<file path="config.mk">
export PLATFORM = sky130hd
export DESIGN_NAME = if1_fetch_buffer_flat
export DESIGN_NICKNAME = d
export VERILOG_FILES = /design/src/rtl/if1_fetch_buffer_if.sv /design/src/rtl/if1_fetch_buffer.sv /design/src/flat_wrapper.sv
export SDC_FILE = /design/constraint.sdc
export NUM_CORES = 1
export LEC_CHECK = 0
export ABC_AREA = 0
export CAP_MARGIN = 20
export CORE_ASPECT_RATIO = 1.75
export CORE_MARGIN = 2
export CORE_UTILIZATION = 40
export DETAILED_ROUTE_END_ITERATION = 12
export GPL_ROUTABILITY_DRIVEN = 0
export SKIP_CTS_REPAIR_TIMING = 1
export SYNTH_ARGS = -nofsm -noshare
export SYNTH_HDL_FRONTEND = slang
export SYNTH_SLANG_ARGS = --single-unit
export TNS_END_PERCENT = 50
</file>
<file path="constraint.sdc">
create_clock -name clk -period 3.9 [get_ports clk]
set_input_delay 0.78 -clock clk [delete_from_list [all_inputs] [get_ports clk]]
set_output_delay 0.78 -clock clk [all_outputs]
set_load 0.01 [all_outputs]
</file>
<file path="src/rtl/if1_fetch_buffer_if.sv">
// IF1 fetch-buffer bus: IF0 request handshake, icache response, and the
// aligned entry handed to the instruction FIFO.
interface if1_fetch_buffer_if #(
    parameter int unsigned FETCH_W = 2
);
    logic                   req_valid;
    logic                   req_ready;
    logic [31:0]            req_pc;

    logic                   resp_valid;
    logic [FETCH_W*32-1:0]  resp_inst;
    logic [31:0]            resp_pc_next;
    logic                   resp_taken;
    logic [31:0]            resp_badv;
    logic [6:0]             resp_excp;
    logic [1:0]             resp_excp_flag;

    logic                   out_valid;
    logic                   out_ready;
    logic [31:0]            out_pc;
    logic [31:0]            out_pc_next;
    logic [31:0]            out_badv;
    logic                   out_taken;
    logic [6:0]             out_excp;
    logic [1:0]             out_excp_flag;
    logic [FETCH_W*32-1:0]  out_inst;
    logic [FETCH_W-1:0]     out_mask;

    modport master (
        output req_valid, req_pc,
        output resp_valid, resp_inst, resp_pc_next, resp_taken, resp_badv, resp_excp, resp_excp_flag,
        output out_ready,
        input  req_ready,
        input  out_valid, out_pc, out_pc_next, out_badv, out_taken, out_excp, out_excp_flag,
        input  out_inst, out_mask
    );

    modport slave (
        input  req_valid, req_pc,
        input  resp_valid, resp_inst, resp_pc_next, resp_taken, resp_badv, resp_excp, resp_excp_flag,
        input  out_ready,
        output req_ready,
        output out_valid, out_pc, out_pc_next, out_badv, out_taken, out_excp, out_excp_flag,
        output out_inst, out_mask
    );
endinterface

</file>
<file path="src/rtl/if1_fetch_buffer.sv">
// IF1 stage: credit-tracked icache requests, in-order PC queue, lane alignment
// and a registered skid FIFO toward the instruction FIFO; drops post-flush responses.
module if1_fetch_buffer #(
    parameter int unsigned FETCH_W      = 2,
    parameter int unsigned MAX_INFLIGHT = 2,
    parameter int unsigned SKID_DEPTH   = 2,
    parameter logic [31:0] PC_RESET     = 32'h1c000000,
    parameter logic [31:0] INST_NOP     = 32'h03400000
) (
    input  logic                                clk,
    input  logic                                rstn,
    input  logic                                flush,
    if1_fetch_buffer_if.slave                   bus,
    output logic [$clog2(MAX_INFLIGHT+1)-1:0]   inflight_cnt,
    output logic                                err_unexp_resp
);
    localparam int unsigned SW  = $clog2(FETCH_W);
    localparam int unsigned CW  = $clog2(MAX_INFLIGHT + 1);
    localparam int unsigned QW  = (MAX_INFLIGHT > 1) ? $clog2(MAX_INFLIGHT) : 1;
    localparam int unsigned FW  = (SKID_DEPTH > 1) ? $clog2(SKID_DEPTH) : 1;
    localparam int unsigned SCW = $clog2(SKID_DEPTH + 1);
    localparam int unsigned IW  = FETCH_W * 32;

    typedef struct packed {
        logic [31:0]        pc;
        logic [31:0]        pc_next;
        logic               taken;
        logic [31:0]        badv;
        logic [6:0]         excp;
        logic [1:0]         excp_flag;
        logic [IW-1:0]      inst;
        logic [FETCH_W-1:0] mask;
    } entry_t;

    localparam entry_t RST_ENTRY = '{
        pc:        PC_RESET,
        pc_next:   PC_RESET + 32'd4,
        taken:     1'b0,
        badv:      32'd0,
        excp:      7'd0,
        excp_flag: 2'd0,
        inst:      {FETCH_W{INST_NOP}},
        mask:      '0
    };

    logic [31:0]    pcq [MAX_INFLIGHT];
    logic [QW-1:0]  pcq_rd;
    logic [QW-1:0]  pcq_wr;
    logic [CW-1:0]  drop_cnt;
    entry_t         skid [SKID_DEPTH];
    logic [FW-1:0]  skid_rd;
    logic [FW-1:0]  skid_wr;
    logic [SCW-1:0] skid_cnt;

    logic           resp_ok;
    logic           accept;
    logic           push;
    logic           pop;
    logic [31:0]    head_pc;
    logic [SW-1:0]  shift;
    entry_t         new_entry;
    entry_t         head;

    function automatic logic [QW-1:0] q_inc(input logic [QW-1:0] p);
        return (32'(p) == MAX_INFLIGHT - 1) ? '0 : p + QW'(1);
    endfunction

    function automatic logic [FW-1:0] f_inc(input logic [FW-1:0] p);
        return (32'(p) == SKID_DEPTH - 1) ? '0 : p + FW'(1);
    endfunction

    // Responses with nothing outstanding are protocol errors and never touch the queues.
    assign resp_ok = bus.resp_valid && (inflight_cnt != '0);
    // Occupancy counts every live in-flight request as already holding a skid slot.
    assign bus.req_ready = !flush && (32'(inflight_cnt) < MAX_INFLIGHT) &&
                           ((32'(inflight_cnt) - 32'(drop_cnt) + 32'(skid_cnt)) < SKID_DEPTH);
    assign accept  = bus.req_valid && bus.req_ready;
    assign push    = resp_ok && !flush && (drop_cnt == '0);
    assign pop     = bus.out_valid && bus.out_ready;
    assign head_pc = pcq[pcq_rd];
    assign shift   = head_pc[SW+1:2];

    // Shift the aligned block down so lane 0 is the instruction at the request PC.
    always_comb begin
        new_entry           = RST_ENTRY;
        new_entry.pc        = head_pc;
        new_entry.pc_next   = bus.resp_pc_next;
        new_entry.taken     = bus.resp_taken;
        new_entry.badv      = bus.resp_badv;
        new_entry.excp      = bus.resp_excp;
        new_entry.excp_flag = bus.resp_excp_flag;
        new_entry.mask      = '0;
        for (int j = 0; j < int'(FETCH_W); j++) begin
            for (int k = 0; k < int'(FETCH_W); k++) begin
                if (32'(k) == 32'(j) + 32'(shift)) begin
                    new_entry.inst[j*32 +: 32] = bus.resp_inst[k*32 +: 32];
                    new_entry.mask[j]          = 1'b1;
                end
            end
        end
        if (bus.resp_excp_flag != 2'b00) begin
            new_entry.mask = FETCH_W'(1);
        end
    end

    // Request credits, PC queue and post-flush drop accounting.
    always_ff @(posedge clk or negedge rstn) begin
        if (!rstn) begin
            for (int i = 0; i < int'(MAX_INFLIGHT); i++) begin
                pcq[i] <= '0;
            end
            pcq_rd         <= '0;
            pcq_wr         <= '0;
            inflight_cnt   <= '0;
            drop_cnt       <= '0;
            err_unexp_resp <= 1'b0;
        end else begin
            if (accept) begin
                pcq[pcq_wr] <= bus.req_pc;
                pcq_wr      <= q_inc(pcq_wr);
            end
            if (resp_ok) begin
                pcq_rd <= q_inc(pcq_rd);
            end
            case ({accept, resp_ok})
                2'b10:   inflight_cnt <= inflight_cnt + CW'(1);
                2'b01:   inflight_cnt <= inflight_cnt - CW'(1);
                default: inflight_cnt <= inflight_cnt;
            endcase
            if (flush) begin
                drop_cnt <= inflight_cnt - CW'(resp_ok);
            end else if (resp_ok && (drop_cnt != '0)) begin
                drop_cnt <= drop_cnt - CW'(1);
            end
            if (bus.resp_valid && (inflight_cnt == '0)) begin
                err_unexp_resp <= 1'b1;
            end
        end
    end

    // Skid FIFO; a slot is always reserved, so push-while-full only happens alongside a pop.
    always_ff @(posedge clk or negedge rstn) begin
        if (!rstn) begin
            for (int i = 0; i < int'(SKID_DEPTH); i++) begin
                skid[i] <= RST_ENTRY;
            end
            skid_rd  <= '0;
            skid_wr  <= '0;
            skid_cnt <= '0;
        end else if (flush) begin
            skid_rd  <= skid_wr;
            skid_cnt <= '0;
        end else begin
            if (push) begin
                skid[skid_wr] <= new_entry;
                skid_wr       <= f_inc(skid_wr);
            end
            if (pop) begin
                skid_rd <= f_inc(skid_rd);
            end
            case ({push, pop})
                2'b10:   skid_cnt <= skid_cnt + SCW'(1);
                2'b01:   skid_cnt <= skid_cnt - SCW'(1);
                default: skid_cnt <= skid_cnt;
            endcase
        end
    end

    assign head              = skid[skid_rd];
    assign bus.out_valid     = (skid_cnt != '0);
    assign bus.out_pc        = head.pc;
    assign bus.out_pc_next   = head.pc_next;
    assign bus.out_taken     = head.taken;
    assign bus.out_badv      = head.badv;
    assign bus.out_excp      = head.excp;
    assign bus.out_excp_flag = head.excp_flag;
    assign bus.out_inst      = head.inst;
    assign bus.out_mask      = head.mask;
endmodule

</file>
<file path="src/flat_wrapper.sv">
// flat-port wrapper written by rule: the top's interface ports become plain ports
module if1_fetch_buffer_flat 
#(
    parameter int unsigned FETCH_W      = 2,
    parameter int unsigned MAX_INFLIGHT = 2,
    parameter int unsigned SKID_DEPTH   = 2,
    parameter logic [31:0] PC_RESET     = 32'h1c000000,
    parameter logic [31:0] INST_NOP     = 32'h03400000
)
  (clk, rstn, flush, inflight_cnt, err_unexp_resp, bus_req_valid, bus_req_pc, bus_resp_valid, bus_resp_inst, bus_resp_pc_next, bus_resp_taken, bus_resp_badv, bus_resp_excp, bus_resp_excp_flag, bus_out_ready, bus_req_ready, bus_out_valid, bus_out_pc, bus_out_pc_next, bus_out_badv, bus_out_taken, bus_out_excp, bus_out_excp_flag, bus_out_inst, bus_out_mask);
  if1_fetch_buffer_if #(.FETCH_W(FETCH_W)) bus_i ();
  input  logic clk;
  input  logic rstn;
  input  logic flush;
  output logic [$clog2(MAX_INFLIGHT+1)-1:0] inflight_cnt;
  output logic err_unexp_resp;
  input wire logic [$bits(bus_i.req_valid)-1:0] bus_req_valid;
  input wire logic [$bits(bus_i.req_pc)-1:0] bus_req_pc;
  input wire logic [$bits(bus_i.resp_valid)-1:0] bus_resp_valid;
  input wire logic [$bits(bus_i.resp_inst)-1:0] bus_resp_inst;
  input wire logic [$bits(bus_i.resp_pc_next)-1:0] bus_resp_pc_next;
  input wire logic [$bits(bus_i.resp_taken)-1:0] bus_resp_taken;
  input wire logic [$bits(bus_i.resp_badv)-1:0] bus_resp_badv;
  input wire logic [$bits(bus_i.resp_excp)-1:0] bus_resp_excp;
  input wire logic [$bits(bus_i.resp_excp_flag)-1:0] bus_resp_excp_flag;
  input wire logic [$bits(bus_i.out_ready)-1:0] bus_out_ready;
  output wire logic [$bits(bus_i.req_ready)-1:0] bus_req_ready;
  output wire logic [$bits(bus_i.out_valid)-1:0] bus_out_valid;
  output wire logic [$bits(bus_i.out_pc)-1:0] bus_out_pc;
  output wire logic [$bits(bus_i.out_pc_next)-1:0] bus_out_pc_next;
  output wire logic [$bits(bus_i.out_badv)-1:0] bus_out_badv;
  output wire logic [$bits(bus_i.out_taken)-1:0] bus_out_taken;
  output wire logic [$bits(bus_i.out_excp)-1:0] bus_out_excp;
  output wire logic [$bits(bus_i.out_excp_flag)-1:0] bus_out_excp_flag;
  output wire logic [$bits(bus_i.out_inst)-1:0] bus_out_inst;
  output wire logic [$bits(bus_i.out_mask)-1:0] bus_out_mask;
  assign bus_i.req_valid = bus_req_valid;
  assign bus_i.req_pc = bus_req_pc;
  assign bus_i.resp_valid = bus_resp_valid;
  assign bus_i.resp_inst = bus_resp_inst;
  assign bus_i.resp_pc_next = bus_resp_pc_next;
  assign bus_i.resp_taken = bus_resp_taken;
  assign bus_i.resp_badv = bus_resp_badv;
  assign bus_i.resp_excp = bus_resp_excp;
  assign bus_i.resp_excp_flag = bus_resp_excp_flag;
  assign bus_i.out_ready = bus_out_ready;
  assign bus_req_ready = bus_i.req_ready;
  assign bus_out_valid = bus_i.out_valid;
  assign bus_out_pc = bus_i.out_pc;
  assign bus_out_pc_next = bus_i.out_pc_next;
  assign bus_out_badv = bus_i.out_badv;
  assign bus_out_taken = bus_i.out_taken;
  assign bus_out_excp = bus_i.out_excp;
  assign bus_out_excp_flag = bus_i.out_excp_flag;
  assign bus_out_inst = bus_i.out_inst;
  assign bus_out_mask = bus_i.out_mask;
  if1_fetch_buffer #(.FETCH_W(FETCH_W), .MAX_INFLIGHT(MAX_INFLIGHT), .SKID_DEPTH(SKID_DEPTH), .PC_RESET(PC_RESET), .INST_NOP(INST_NOP)) u_core (.clk(clk), .rstn(rstn), .flush(flush), .bus(bus_i), .inflight_cnt(inflight_cnt), .err_unexp_resp(err_unexp_resp));
endmodule
</file>
==> results of run 1 <==
-- stage by stage --
stage / hold WS [ps] / instances
2_1_floorplan: 428.5 / 1246
3_3_place_gp: 448.2 / 2154
3_5_place_dp: 449.6 / 2154
4_1_cts: 236.7 / 2231
5_1_grt: 281.1 / 2239
6_report: 208.1 / 2239
-- kinds of logic (layout without fill, tap and decap cells) --
logic type | Yosys count | count (layout)
other | 0 | 6
xor gates and xnor gates | 7 | 7
and+or+nand+nor | 64 | 64
buffers and inverters | 87 | 480
DFF | 419 | 419
adders and majority gates | 12 | 12
AOI/OAI and AO/OA | 16 | 16
muxes | 641 | 641
-- sequential cells by signal (all words and copies together) (netlist names) --
| name | cells |
|---|---|
| u_core.drop_cnt | 2 |
| u_core.err_unexp_resp | 1 |
| u_core.inflight_cnt | 2 |
| u_core.pcq | 64 |
| u_core.pcq_rd | 1 |
| u_core.pcq_wr | 1 |
| u_core.skid | 344 |
| u_core.skid_cnt | 2 |
| u_core.skid_rd | 1 |
| u_core.skid_wr | 1 |
-- final cells by class --
type	instances	area (µm²)	share of cell area (%)
multi-input cells	740	8299	32.97
clock buffers	64	1297	5.155
well taps	594	743.2	2.953
flip-flops and latches	419	10520	41.80
clock inverters	13	202.7	0.8053
repair buffers	392	4049	16.09
diodes	6	15.01	0.05965
inverters	11	41.29	0.1640
-- worst register-to-register path, cell delays in order (launching register included) --
cell     delay (ps)
dfrtp_1         410
ha_4            170
fa_1            490
inv_2            60
ha_4            240
and2_4          140
o21ai_0          90
ha_1            340
or4bb_1         520
or3_2           490
ha_1            350
nor2_1          170
xnor2_1         150
-- placed cells by master, fill, tap and decap left out, drive strengths merged, types with 3 or more instances in the layout --
| cell type | count |
|---|---|
| clkinv | 5 |
| nor2b | 3 |
| o21ai | 7 |
| clkbuf | 64 |
| mux2 | 638 |
| buf | 42 |
| mux2i | 3 |
| xnor2 | 5 |
| clkdlybuf4s50 | 350 |
| inv | 12 |
| bufinv | 5 |
| dfstp | 26 |
| and2 | 30 |
| nand2b | 8 |
| nor3 | 3 |
| dfrtp | 393 |
| diode | 6 |
| nor4 | 3 |
| ha | 10 |
| nand2 | 4 |
-- power by group through the flow --
stage          combinational (mW)  clock, mW  sequential [mW]
2_1_floorplan                4.43          0             6.70
3_3_place_gp                 7.83          0             6.85
3_5_place_dp                 7.93          0             6.97
4_1_cts                      7.99       4.49             6.90
5_1_grt                      8.43       4.64             7.12
6_report                     7.87       4.32             6.90
-- per-layer routing --
layer	GRT usage [%]	share of wire (%)	vias to the layer above
li1	-	-	5181
met1	20.79	38	5852
met2	33.55	53	268
met3	4.512	5.6	71
met4	7.922	3.4	4
met5	0	0.058	-
-- worst max-delay path by stage --
stage                        endpoint  cells after the start
2_1_floorplan  u_core.inflight_cnt[1]                     13
6_report                bus_req_ready                     10
4_1_cts                 bus_req_ready                     11
3_3_place_gp            bus_req_ready                     11
5_1_grt                 bus_req_ready                     10
3_5_place_dp            bus_req_ready                     11
==> run metrics, run 1 <==
DRC viols=0; clock network fraction of total power=22.6%; endpoints failing setup=1; Starting Density=40.34%; flop-to-flop setup slack=200 ps; # port buffers=352; Worst Reg-to-Reg Cells=12; Pre-antenna DRT Iters=4; synth cell count leaders=mux2_2, dfrtp_1, mux2_4, buf_2, clkbuf_1; Placeable Area=47,480 µm²; status=complete, but fails checks; DR iter-0 viols=360; clock-pin slew on the worst setup and hold paths=60 ps; largest net degree at the start of global routing=90; sequential-to-total area share from yosys stat=54.91%; Die ar.=about 50,000 µm²; Fin Clk Skew=16.22 ps; vias=11.38k; Crit Path Class=flop to output port; all-layer global routing usage=18.62%; worst path required time=approximately 3100 ps; syn nets=1,434; fraction of registers with async set or reset after synthesis=between 90% and 100%; die height=293.5 µm; Post-synth EDFFs=0; H-tree Lvls=2; Synth Area in XOR/XNOR=0.3201%; vias in the first global route=12.88k; die width=169.4 µm; Synth Register Bits=419; GRT overflow=0; Post-Route WL=46.80 mm; Yosys warning count=0; fmax=253.0 MHz; Mapped Area=19,160 µm²; fin crit share=101.4%; Final ANT Viol Nets=0; failing checks=negative setup slack; crit path max-delay cell type=fa_1; startpoint types=flop; Bufs and invs on worst path=2; synth top area cells=dfrtp_1, mux2_2, mux2_4; CTS max path bufs=3; Final nets=about 1.8k; switching share of power=29.27%; reg-to-reg startpoint=u_core.drop_cnt[0]; CTS root buf=clkbuf_16; Relative slew margins=46.43%; I/O pin cnt=between 300 and 400; final core occ=between 50% and 60%; Layout fillers=4,102; CTS tree=built; unrepaired setup endpoints after global routing=true; top_reg_cell synth=dfrtp_1; setup TNS=-52.79 ps; worst hold path type=primary input to async pin; clock period minus worst slack=3953 ps; post-synthesis mux area share=38.84%; initial antenna violation count=8; Slew @ Worst Pin=803.5 ps; crit path from=u_core.drop_cnt[0]; Synth top area share=51.34%; Via-to-Cell Ratio=5.081; share of layout cells above drive strength 1=between 40% and 50%; Final Cell Area=25,170 µm²; Synth Area in Adders=0.8622%; Pwr Density=between 700 and 800 nW/µm²; dominant cell type by area after synthesis=dfrtp_1; Site Rows=106; largest family of logic cells by synthesized area=multiplexers; combinational power share=41.2%; synth unique cells=39; Pint=~14 mW; slowest stage delay, CP=490 ps; crit path DAT=3170 ps; FF-to-FF End=u_core.inflight_cnt[1]; critical path cell sequence=ha_4, fa_1, inv_2, ha_4, and2_4, o21ai_4, ha_2, or4_4, nor4_2, buf_2; Post-Synth Simple-Gate Area=2.325%; cells after synthesis=1,246; WL/cell=20.90 µm; total power=19.10 mW; complex-gate fraction of the synthesized area=0.5617%; fin worst setup slack=-52.79 ps; placed wire-length estimate=31.77 mm; Psw=about 5.6 mW; cell leakage power=11.14 nW; worst skew pair latency=about 540 ps; Cell Area, Placed=23,590 µm²; TritonCTS buffer count=between 40 and 50; Setup WS pre-CTS=-27.08 ps; final hold viol count=0; CP endpoint kind=output port; Layout area overhead=31.39%; fin. max-slew vios=0; first-pass GRT wire length=between 70 and 80 mm; max-cap violation count=0; most common cell in the netlist=mux2_2; Most Frequent Cell on Critical Path=ha_4; critical path's top delay family=adder cells; Sequential Power Share=36.1%; syn avg cell area=15.37 µm²; worst-path maximum fanout=2; clk sinks=419; worst vdd ir=0.5212 mV
(Power assumes the default switching activity.)
==> run 2: changes to the inputs <==
CAP_MARGIN = not set   (was 20)
CORE_UTILIZATION = 53   (was 40)
PLACE_DENSITY = 0.81   (was not set)
==> run 2 against run 1 <==
The run still ends with negative setup slack left; clock skew down 3.7 ps; power is 1.5% lower; core utilization grew 16 points; sequential share of layout area rose by 0.64 points; global-route usage up 5.1 points; hold slack gained 17 ps; flip-flop and latch count unchanged; first-iteration DRC count is 1.1% lower; register-to-register slack gained 30 ps.
==> run metrics, run 2 (synthesized netlist as in run 1, its figures left out) <==
status=complete, but fails checks; failing checks=negative setup slack; Relative slew margins=46.71% (+0.28 points); switching share of power=29.83% (+0.56 points); Fin Clk Skew=12.52 ps (-3.702 ps); die height=255.5 µm (-13%); vias=11.49k (+1.0%); CP endpoint kind=output port; fin worst setup slack=-12.36 ps (+40.42 ps); Starting Density=53.51% (+13 points); critical path's top delay family=adder cells; Bufs and invs on worst path=2 (unchanged); I/O pin cnt=353 (unchanged); initial antenna violation count=5 (-3); startpoint types=flop; WL/cell=21.31 µm (+2.0%); endpoints failing setup=1 (unchanged); CTS root buf=clkbuf_16; clock period minus worst slack=3912 ps (-40.42 ps); cell leakage power=11.04 nW (-0.88%); Pre-antenna DRT Iters=4 (unchanged); all-layer global routing usage=23.77% (+5.1 points); fin. max-slew vios=0 (unchanged); fin crit share=100.3% (-1.0 points); H-tree Lvls=2 (unchanged); worst skew pair latency=550 ps (about the same); worst vdd ir=0.5046 mV (-3.2%); vias in the first global route=13.16k (+2.2%); unrepaired setup endpoints after global routing=true; Psw=5.611 mW (+0.36%); Reg with most FFs=u_core.skid; final hold viol count=0 (unchanged); # port buffers=352 (unchanged); GRT overflow=0 (unchanged); largest registers=u_core.skid (344), u_core.pcq (64); Placeable Area=35,800 µm² (-25%); Final ANT Viol Nets=0 (unchanged); Post-Route WL=44.93 mm (-4.0%); Crit Path Class=flop to output port; worst path required time=3120 ps (about the same); critical path cell sequence=ha_4, fa_1, inv_2, ha_4, and2_4, o21ai_2, ha_2, or4_4, nor4_4, buf_2; Layout area overhead=29.41%; crit path max-delay cell type=or4_4; Pint=13.20 mW (-2.3%); Via-to-Cell Ratio=5.453 (+7.3%); crit path DAT=3130 ps (-40 ps); Pwr Density=758.6 nW/µm² (about the same); fmax=255.6 MHz (+1.0%); commonest non-fill, non-tap cell in the layout=mux2_2; Slew @ Worst Pin=799.4 ps (-4.147 ps); largest net degree at the start of global routing=80 (-11%); combinational power share=41.6% (+0.4 points); Setup WS pre-CTS=-58.53 ps (-31.46 ps); DRC viols=0 (unchanged); die width=147.7 µm (-13%); Sequential Power Share=37.3% (+1.2 points); TritonCTS buffer count=40 (-7.0%); CTS tree=built; share of layout cells above drive strength 1=48.01% (-0.50 points); clk sinks=419 (unchanged); max reg flops=344 (unchanged); Hold Slack=225.5 ps (+17.45 ps); clock network fraction of total power=21.2% (-1.4 points); CTS max path bufs=3 (unchanged); worst-path maximum fanout=2 (unchanged); Most Frequent Cell on Critical Path=ha_4; clock-pin slew on the worst setup and hold paths=60 ps (about the same); worst hold path type=primary input to async pin; Die ar.=37,740 µm² (-24%); max-cap violation count=0 (unchanged); Site Rows=92 (-13%); first-pass GRT wire length=71.35 mm (-1.8%); most frequent cells in the layout=mux2_2, dfrtp_1, clkdlybuf4s50_1; DR iter-0 viols=356 (-1.1%); placed wire-length estimate=30.34 mm (-4.5%); Final nets=1,789 (-0.33%); slowest stage delay, CP=500 ps (about the same)
## run 2: power by group through the flow
stage	clock, mW	sequential [mW]	combinational (mW)
6_report	3.99	7.01	7.82
5_1_grt	4.24	7.21	8.31
4_1_cts	4.06	7.00	7.83
3_5_place_dp	0	7.06	7.77
3_3_place_gp	0	6.91	7.62
2_1_floorplan	0	6.70	4.43
## run 2: per-stage QoR
stage	cell area, µm²	util, %	TNS, ps	cells	total power, mW
6_report	24790	69.25	-12.36	2108	18.81
3_3_place_gp	23390	65.33	0	2028	14.53
3_5_place_dp	23390	65.33	-58.53	2028	14.83
2_1_floorplan	19160	-	0	1246	11.13
5_1_grt	24790	69.25	-168.6	2108	19.76
4_1_cts	24730	69.07	-632.9	2102	18.89
## run 2: final timing paths
check / cells after the start / end / startpoint / slack, ps
hold reg to reg: 1 / u_core.skid[0] / u_core.skid[0] / 470
setup / recovery: 10 / bus_req_ready / u_core.drop_cnt[0] / -10
hold / removal: 1 / u_core.skid[185] / rstn / 230
setup reg to reg: 12 / u_core.inflight_cnt[1] / u_core.drop_cnt[0] / 230
max in group asynchronous: 2 / u_core.pcq[62] / rstn / 2720
min in group clk: 1 / u_core.skid[0] / u_core.skid[0] / 470
## run 2: metal layers
layer  part of all wire (%)  vias to the layer above  wire length, µm  track usage [%]
li1                       -                     5165                -                -
met1                     37                     5976            16450            26.29
met2                     54                      265            24350            43.55
met3                    5.1                       88             2285            5.258
met4                    4.1                        0             1844            9.829
met5                      0                        -                0                0
## run 2: layout make-up
cell class                 instances  area, µm²
tap                              470      588.1
inverter                          11      41.29
sequential                       419      10520
clock inverter                    11      141.4
multi-input combinational        740       8298
antenna                            5      12.51
timing repair buffer             389       3989
fill                            2489      11010
clock buffer                      63       1199
==> run 3: changes to the inputs <==
CTS_CLUSTER_DIAMETER = 80   (was not set)
==> results of run 3 <==
Final layout, timing and power as in run 2 (identical DEF).
